--- config.mk ---
export PLATFORM = sky130hd
export DESIGN_NAME = chess_clock_ctrl
export DESIGN_NICKNAME = d
export VERILOG_FILES = /design/src/rtl/chess_clock_pkg.sv /design/src/rtl/chess_clock_move_cnt.sv /design/src/rtl/chess_clock_ctrl.sv
export SDC_FILE = /design/constraint.sdc
export NUM_CORES = 1
export LEC_CHECK = 0
export ABC_AREA = 1
export CORE_MARGIN = 2
export CORE_UTILIZATION = 44
export CTS_BUF_LIST = sky130_fd_sc_hd__clkbuf_4
export DETAILED_ROUTE_END_ITERATION = 16
export PLACE_DENSITY = 0.95
export SLEW_MARGIN = 15
export SYNTH_ARGS = -nofsm -noshare
export SYNTH_HDL_FRONTEND = slang
export SYNTH_SLANG_ARGS = --single-unit
--- constraint.sdc ---
create_clock -name i_clk -period 3.1 [get_ports i_clk]
set_input_delay 0.775 -clock i_clk [delete_from_list [all_inputs] [get_ports i_clk]]
set_output_delay 0.775 -clock i_clk [all_outputs]
set_load 0.005 [all_outputs]
--- src/rtl/chess_clock_pkg.sv ---
// Shared types and constants for the chess clock game controller.
// The optional move counter is enabled by CHESS_CLOCK_MOVE_CNT_EN.
package chess_clock_pkg;
   typedef enum logic [2:0] {
      IDLE    = 3'd0,
      RUN_A   = 3'd1,
      RUN_B   = 3'd2,
      PAUSE_A = 3'd3,
      PAUSE_B = 3'd4,
      OVER    = 3'd5
   } state_t;

   typedef logic [3:0] bcd_t;

   localparam bcd_t BCD_MAX = 4'd9;
endpackage

--- src/rtl/chess_clock_move_cnt.sv ---
// Two-digit saturating BCD full-move counter with synchronous clear.
// Used only when CHESS_CLOCK_MOVE_CNT_EN is defined.
module chess_clock_move_cnt
   import chess_clock_pkg::*;
(
   input  logic       gclk,
   input  logic       grst_n,
   input  logic       clr,
   input  logic       inc,
   output bcd_t [1:0] cnt
);
   logic sat;
   assign sat = (cnt[1] == BCD_MAX) && (cnt[0] == BCD_MAX);

   always_ff @(posedge gclk or negedge grst_n) begin
      if (!grst_n) begin
         cnt <= '0;
      end else if (clr) begin
         cnt <= '0;
      end else if (inc && !sat) begin
         if (cnt[0] == BCD_MAX) begin
            cnt[0] <= '0;
            cnt[1] <= cnt[1] + 4'd1;
         end else begin
            cnt[0] <= cnt[0] + 4'd1;
         end
      end
   end
endmodule

--- src/rtl/chess_clock_ctrl.sv ---
// Chess clock game controller: turn hand-off, pause, flag fall and result.
// Define CHESS_CLOCK_MOVE_CNT_EN to build the full-move counter on o_moves.
module chess_clock_ctrl
   import chess_clock_pkg::*;
(
   input  logic       i_clk,
   input  logic       i_rst,
   input  logic       i_turn_a,
   input  logic       i_turn_b,
   input  logic       i_zero_a,
   input  logic       i_zero_b,
   input  logic       i_new,
   input  logic       i_pause,
   input  bcd_t [1:0] i_init,
   output bcd_t [1:0] o_init,
   output logic       o_restart,
   output logic       o_stop_a,
   output logic       o_stop_b,
   output logic       o_win_a,
   output logic       o_win_b,
   output logic [2:0] o_state,
   output bcd_t [1:0] o_moves
);
   state_t state, nxt;
   logic   nxt_win_a, nxt_win_b;

   always_comb begin
      nxt       = state;
      nxt_win_a = o_win_a;
      nxt_win_b = o_win_b;
      if (i_new) begin
         nxt       = IDLE;
         nxt_win_a = 1'b0;
         nxt_win_b = 1'b0;
      end else begin
         case (state)
            IDLE: begin
               if (i_turn_a && !i_turn_b)      nxt = RUN_B;
               else if (i_turn_b && !i_turn_a) nxt = RUN_A;
            end
            // flag fall beats a same-cycle move click
            RUN_A: begin
               if (i_zero_a) begin
                  nxt       = OVER;
                  nxt_win_b = 1'b1;
               end else if (i_pause)  nxt = PAUSE_A;
               else if (i_turn_a)     nxt = RUN_B;
            end
            RUN_B: begin
               if (i_zero_b) begin
                  nxt       = OVER;
                  nxt_win_a = 1'b1;
               end else if (i_pause)  nxt = PAUSE_B;
               else if (i_turn_b)     nxt = RUN_A;
            end
            PAUSE_A: if (i_pause) nxt = RUN_A;
            PAUSE_B: if (i_pause) nxt = RUN_B;
            OVER:    nxt = OVER;
            default: nxt = IDLE;
         endcase
      end
   end

   // Outputs are registered from the next state so they change with it.
   always_ff @(posedge i_clk or negedge i_rst) begin
      if (!i_rst) begin
         state     <= IDLE;
         o_restart <= 1'b1;
         o_stop_a  <= 1'b1;
         o_stop_b  <= 1'b1;
         o_win_a   <= 1'b0;
         o_win_b   <= 1'b0;
         o_init    <= '0;
      end else begin
         state     <= nxt;
         o_restart <= (nxt == IDLE);
         o_stop_a  <= (nxt != RUN_A);
         o_stop_b  <= (nxt != RUN_B);
         o_win_a   <= nxt_win_a;
         o_win_b   <= nxt_win_b;
         if (state == IDLE) o_init <= i_init;
      end
   end

   assign o_state = state;

`ifdef CHESS_CLOCK_MOVE_CNT_EN
   logic mv_inc, mv_clr;
   assign mv_inc = (state == RUN_B) && (nxt == RUN_A);
   assign mv_clr = (nxt == IDLE);

   chess_clock_move_cnt u_move_cnt (
      .gclk   (i_clk),
      .grst_n (i_rst),
      .clr    (mv_clr),
      .inc    (mv_inc),
      .cnt    (o_moves)
   );
`else
   assign o_moves = '0;
`endif
endmodule

==> results list <==
* Result of the run: complete, no violations
* Netlist Area Pre-Place: 822 µm²
- Post-CTS repair changed the size of 0 cells.
* Internal Power: 0.416 mW
- Between clock sinks in the finished design, the worst skew comes to ~1.6 ps.
* Sequential Area: 404 µm²
* Global route overflow: 0
* Number of buffers inserted by post-CTS setup repair: 0
- The number of max-slew violations in the final report is 0.
* Mapped Cells: 88
- Total Neg Setup Slack: 0 ps
* Share of power burned in registers: 46.6%
- Setup slack on the critical path of the routed design comes to 939 ps.
- Proportion of netlist area held by the largest area contributor: 39.6%
- HPWL after detailed placement: 1450 µm
- The first global-routing pass estimated roughly 2800 µm of wire.
- Headroom to the max-slew limit: 52.6%
* TritonCTS clock tree: built
- Hold WC Path Type: reg2reg
- At the later pin of the worst-skew pair, clock insertion delay measures 280 ps.
- Initial standard-cell utilization of the core: approximately 47%
- Delay contributed by the slowest stage of the critical path: 570 ps
* #FFs+latches synth: 16
- Clk pin slew, worst setup/hold paths: 90 ps
- Cell row count: 15
- Before CTS, the worst setup slack after placement is 1050 ps.
- For this run, design rule violations remaining after detail routing come to 0.
- Num CTS Buffers: 3
* Peak supply drop: about 0.33 mV
* Antenna Cells: 0
- Number of different library cells in the post-synthesis netlist: 20
* Post-DRT Antenna Nets: 0
- Summing the sequential cell areas from Yosys gives 49.2% of the chip area.
- In this run the number of H-tree levels came out at 1.
- Buffers placed on the I/O ports in this run total 31.
- Data on the critical path is required at its endpoint by 2320 ps.
- For this block, the via count after detailed routing is roughly 710.
* Async set-or-reset flop fraction in the synthesized netlist: 100%
- Kind of end point of the critical path: output port
* Vias in the first global route: 637
- Type of the worst setup path: reg2out
* Startpoint Class: flop
- Entering global routing, the biggest net connects 17 pins.
- Using the TritonRoute via totals, the vias-per-cell ratio works out to 4.86.
- Slew at the pin with the worst max-slew slack: 709 ps
* Count of yosys warnings during synthesis: 0
* GRT Overall Usage: 18.2%
* Antenna violations before repair: 0
* Unrepaired setup endpoints after global routing: false
- Footprint of the multi-input gates: ~340 µm²
- Final weighted congestion in routability-driven placement: about 0.82
- Subtracting the final worst setup slack from the clock period gives 2160 ps.
- Total Die Area: 0.00223 mm²
- Die extent in x: 47.2 µm
- The root buffer cell chosen for the clock tree is sky130_fd_sc_hd__clkbuf_4.
- Combinational group share of total power: 34.6%
* Number of optimization iterations in the first detailed-route pass: 4
* Number of nets in the layout: 139
* Post-route fraction of the period consumed by the critical path: 69.7%
- Setup violations remaining at the end of the flow were counted as 0.
* Most common library cell in the layout ignoring fill and taps: sky130_fd_sc_hd__clkdlybuf4s50_1
* Boundary Pins: 40
- The critical path goes through clkdlybuf4s50_1.
* Drt wl/cell: 12.7 µm
- Buf+Inv Stages, Crit Path: 1
- Compared with the post-synthesis result, the final layout area differs by 40.6%.
- The filler cells instantiated in the layout total 144.
- In this run the vertical extent of the chip is 47.2 µm.
* Hold-fix buffers, CTS: 0
* Total wire length after detailed routing: between 1500 and 2000 µm
- The tree built by TritonCTS fans out to 16 sinks.
- sky130_fd_sc_hd__dfrtp_1 takes more of the synthesized area than any other cell.
* Worst path arrival time: 1390 ps
- The clock passes through at most 2 buffers.
- Largest delay share family, worst path: buffers and inverters
* Core Footprint: 0.00175 mm²
- For this block, the initial DRC count from the detailed router was 15.
* Power spent charging and discharging nets: about 0.17 mW
- In the post-synthesis netlist, the biggest area contributors are sky130_fd_sc_hd__dfrtp_1 40%, sky130_fd_sc_hd__mux2_2 11%, sky130_fd_sc_hd__dfstp_2 9.6%.
- Predominant post-synthesis flop cell: sky130_fd_sc_hd__dfrtp_1
- Across the run, the number of max-cap violations was 0.
* Worst-path fanout max: 8
* Reported leakage power: 0.542 nW
- The library cells used most frequently in the layout, excluding fill and tap cells, are 31 x sky130_fd_sc_hd__clkdlybuf4s50_1, 13 x sky130_fd_sc_hd__dfrtp_1, 10 x sky130_fd_sc_hd__inv_1, 10 x sky130_fd_sc_hd__nand2_1, 10 x sky130_fd_sc_hd__nor2_1.
- Net switching is 29.0% of the power.
* Hold Fails Final Rpt: 0
* Highest attainable clock frequency: 463 MHz
* Count of flip-flops with a built-in enable after synthesis: 0
* Proportion of power drawn by the clock network: 18.7%
- Cell area power density: between 500 and 600 mW/mm²
- On the critical path, the stage with the largest delay is an instance of sky130_fd_sc_hd__clkdlybuf4s50_1.
* Syn avg cell area: 9.34 µm²
- In the final layout, the share of cells above drive strength 1 is 19.7%.
logic make-up after synthesis:
group	synth area share [%]
and+or+nand+nor	21.8
buffers and inverters	12.8
DFF	49.2
muxes	11.0
AOI/OAI and AO/OA	4.87
other	0.456
layer usage:
metal	part of all wire (%)	track usage, %
met5	0	0
met4	0.86	8.89
met3	5.9	2.31
met2	54	29.2
met1	39	24.1
per-stage QoR:
| step | utilization [%] | hold slack (ps) | instance area, µm² | power, mW | std cells |
|---|---|---|---|---|---|
| floorplan | - | 479 | 848 | 0.368 | 95 |
| global placement | 64.7 | 485 | 1130 | 0.471 | 143 |
| detailed placement | 64.7 | 488 | 1130 | 0.480 | 143 |
| CTS | 66.2 | 511 | 1160 | 0.593 | 147 |
| global route | 66.2 | 535 | 1160 | 0.617 | 147 |
| finish | 66.2 | 510 | 1160 | 0.586 | 147 |
worst paths after layout:
path / from / endpoint / slack [ps] / depth (start not counted)
max: o_state[1]$_DFF_PN0_ / o_state[1] / 940 / 1
min: o_win_a$_DFFE_PN0P_ / o_win_a$_DFFE_PN0P_ / 510 / 2
max reg2reg: o_state[1]$_DFF_PN0_ / o_stop_b$_DFF_PN1_ / 1700 / 8
min reg2reg: o_win_a$_DFFE_PN0P_ / o_win_a$_DFFE_PN0P_ / 510 / 2
max in group asynchronous: i_rst / o_state[1]$_DFF_PN0_ / 1740 / 1
min in group asynchronous: i_rst / o_init[0]$_DFFE_PN0P_ / 910 / 1
flip-flops by register name, indices dropped and copies added (netlist names):
name,flops
o_restart,1
o_win_b,1
o_init,8
o_state,3
o_win_a,1
o_stop_b,1
o_stop_a,1
cell type report:
class | instances | share of cell area (%)
Sequential cell | 16 | 35.0
Multi-Input combinational cell | 59 | 29.3
Timing Repair Buffer | 31 | 26.8
Inverter | 12 | 3.90
Tap cell | 25 | 2.71
Clock buffer | 3 | 1.95
Clock inverter | 1 | 0.325
cell usage after synthesis, types with 2 or more instances:
library cell	instances
sky130_fd_sc_hd__nand2_1	10
sky130_fd_sc_hd__o211ai_1	2
sky130_fd_sc_hd__buf_4	8
sky130_fd_sc_hd__mux2_2	8
sky130_fd_sc_hd__a21oi_1	3
sky130_fd_sc_hd__nor2_1	10
sky130_fd_sc_hd__inv_1	10
sky130_fd_sc_hd__nand3_1	6
sky130_fd_sc_hd__nand2_2	3
sky130_fd_sc_hd__nor2_2	3
sky130_fd_sc_hd__dfstp_2	3
sky130_fd_sc_hd__inv_2	2
sky130_fd_sc_hd__dfrtp_1	13
power by group through the flow:
stage / combinational, mW / sequential [mW] / clock [mW]
2_1_floorplan: 0.0912 / 0.277 / 0
3_3_place_gp: 0.196 / 0.274 / 0
3_5_place_dp: 0.203 / 0.276 / 0
4_1_cts: 0.205 / 0.273 / 0.115
5_1_grt: 0.222 / 0.276 / 0.119
6_report: 0.203 / 0.273 / 0.110
No activity file was read; power rests on OpenSTA's default activity.
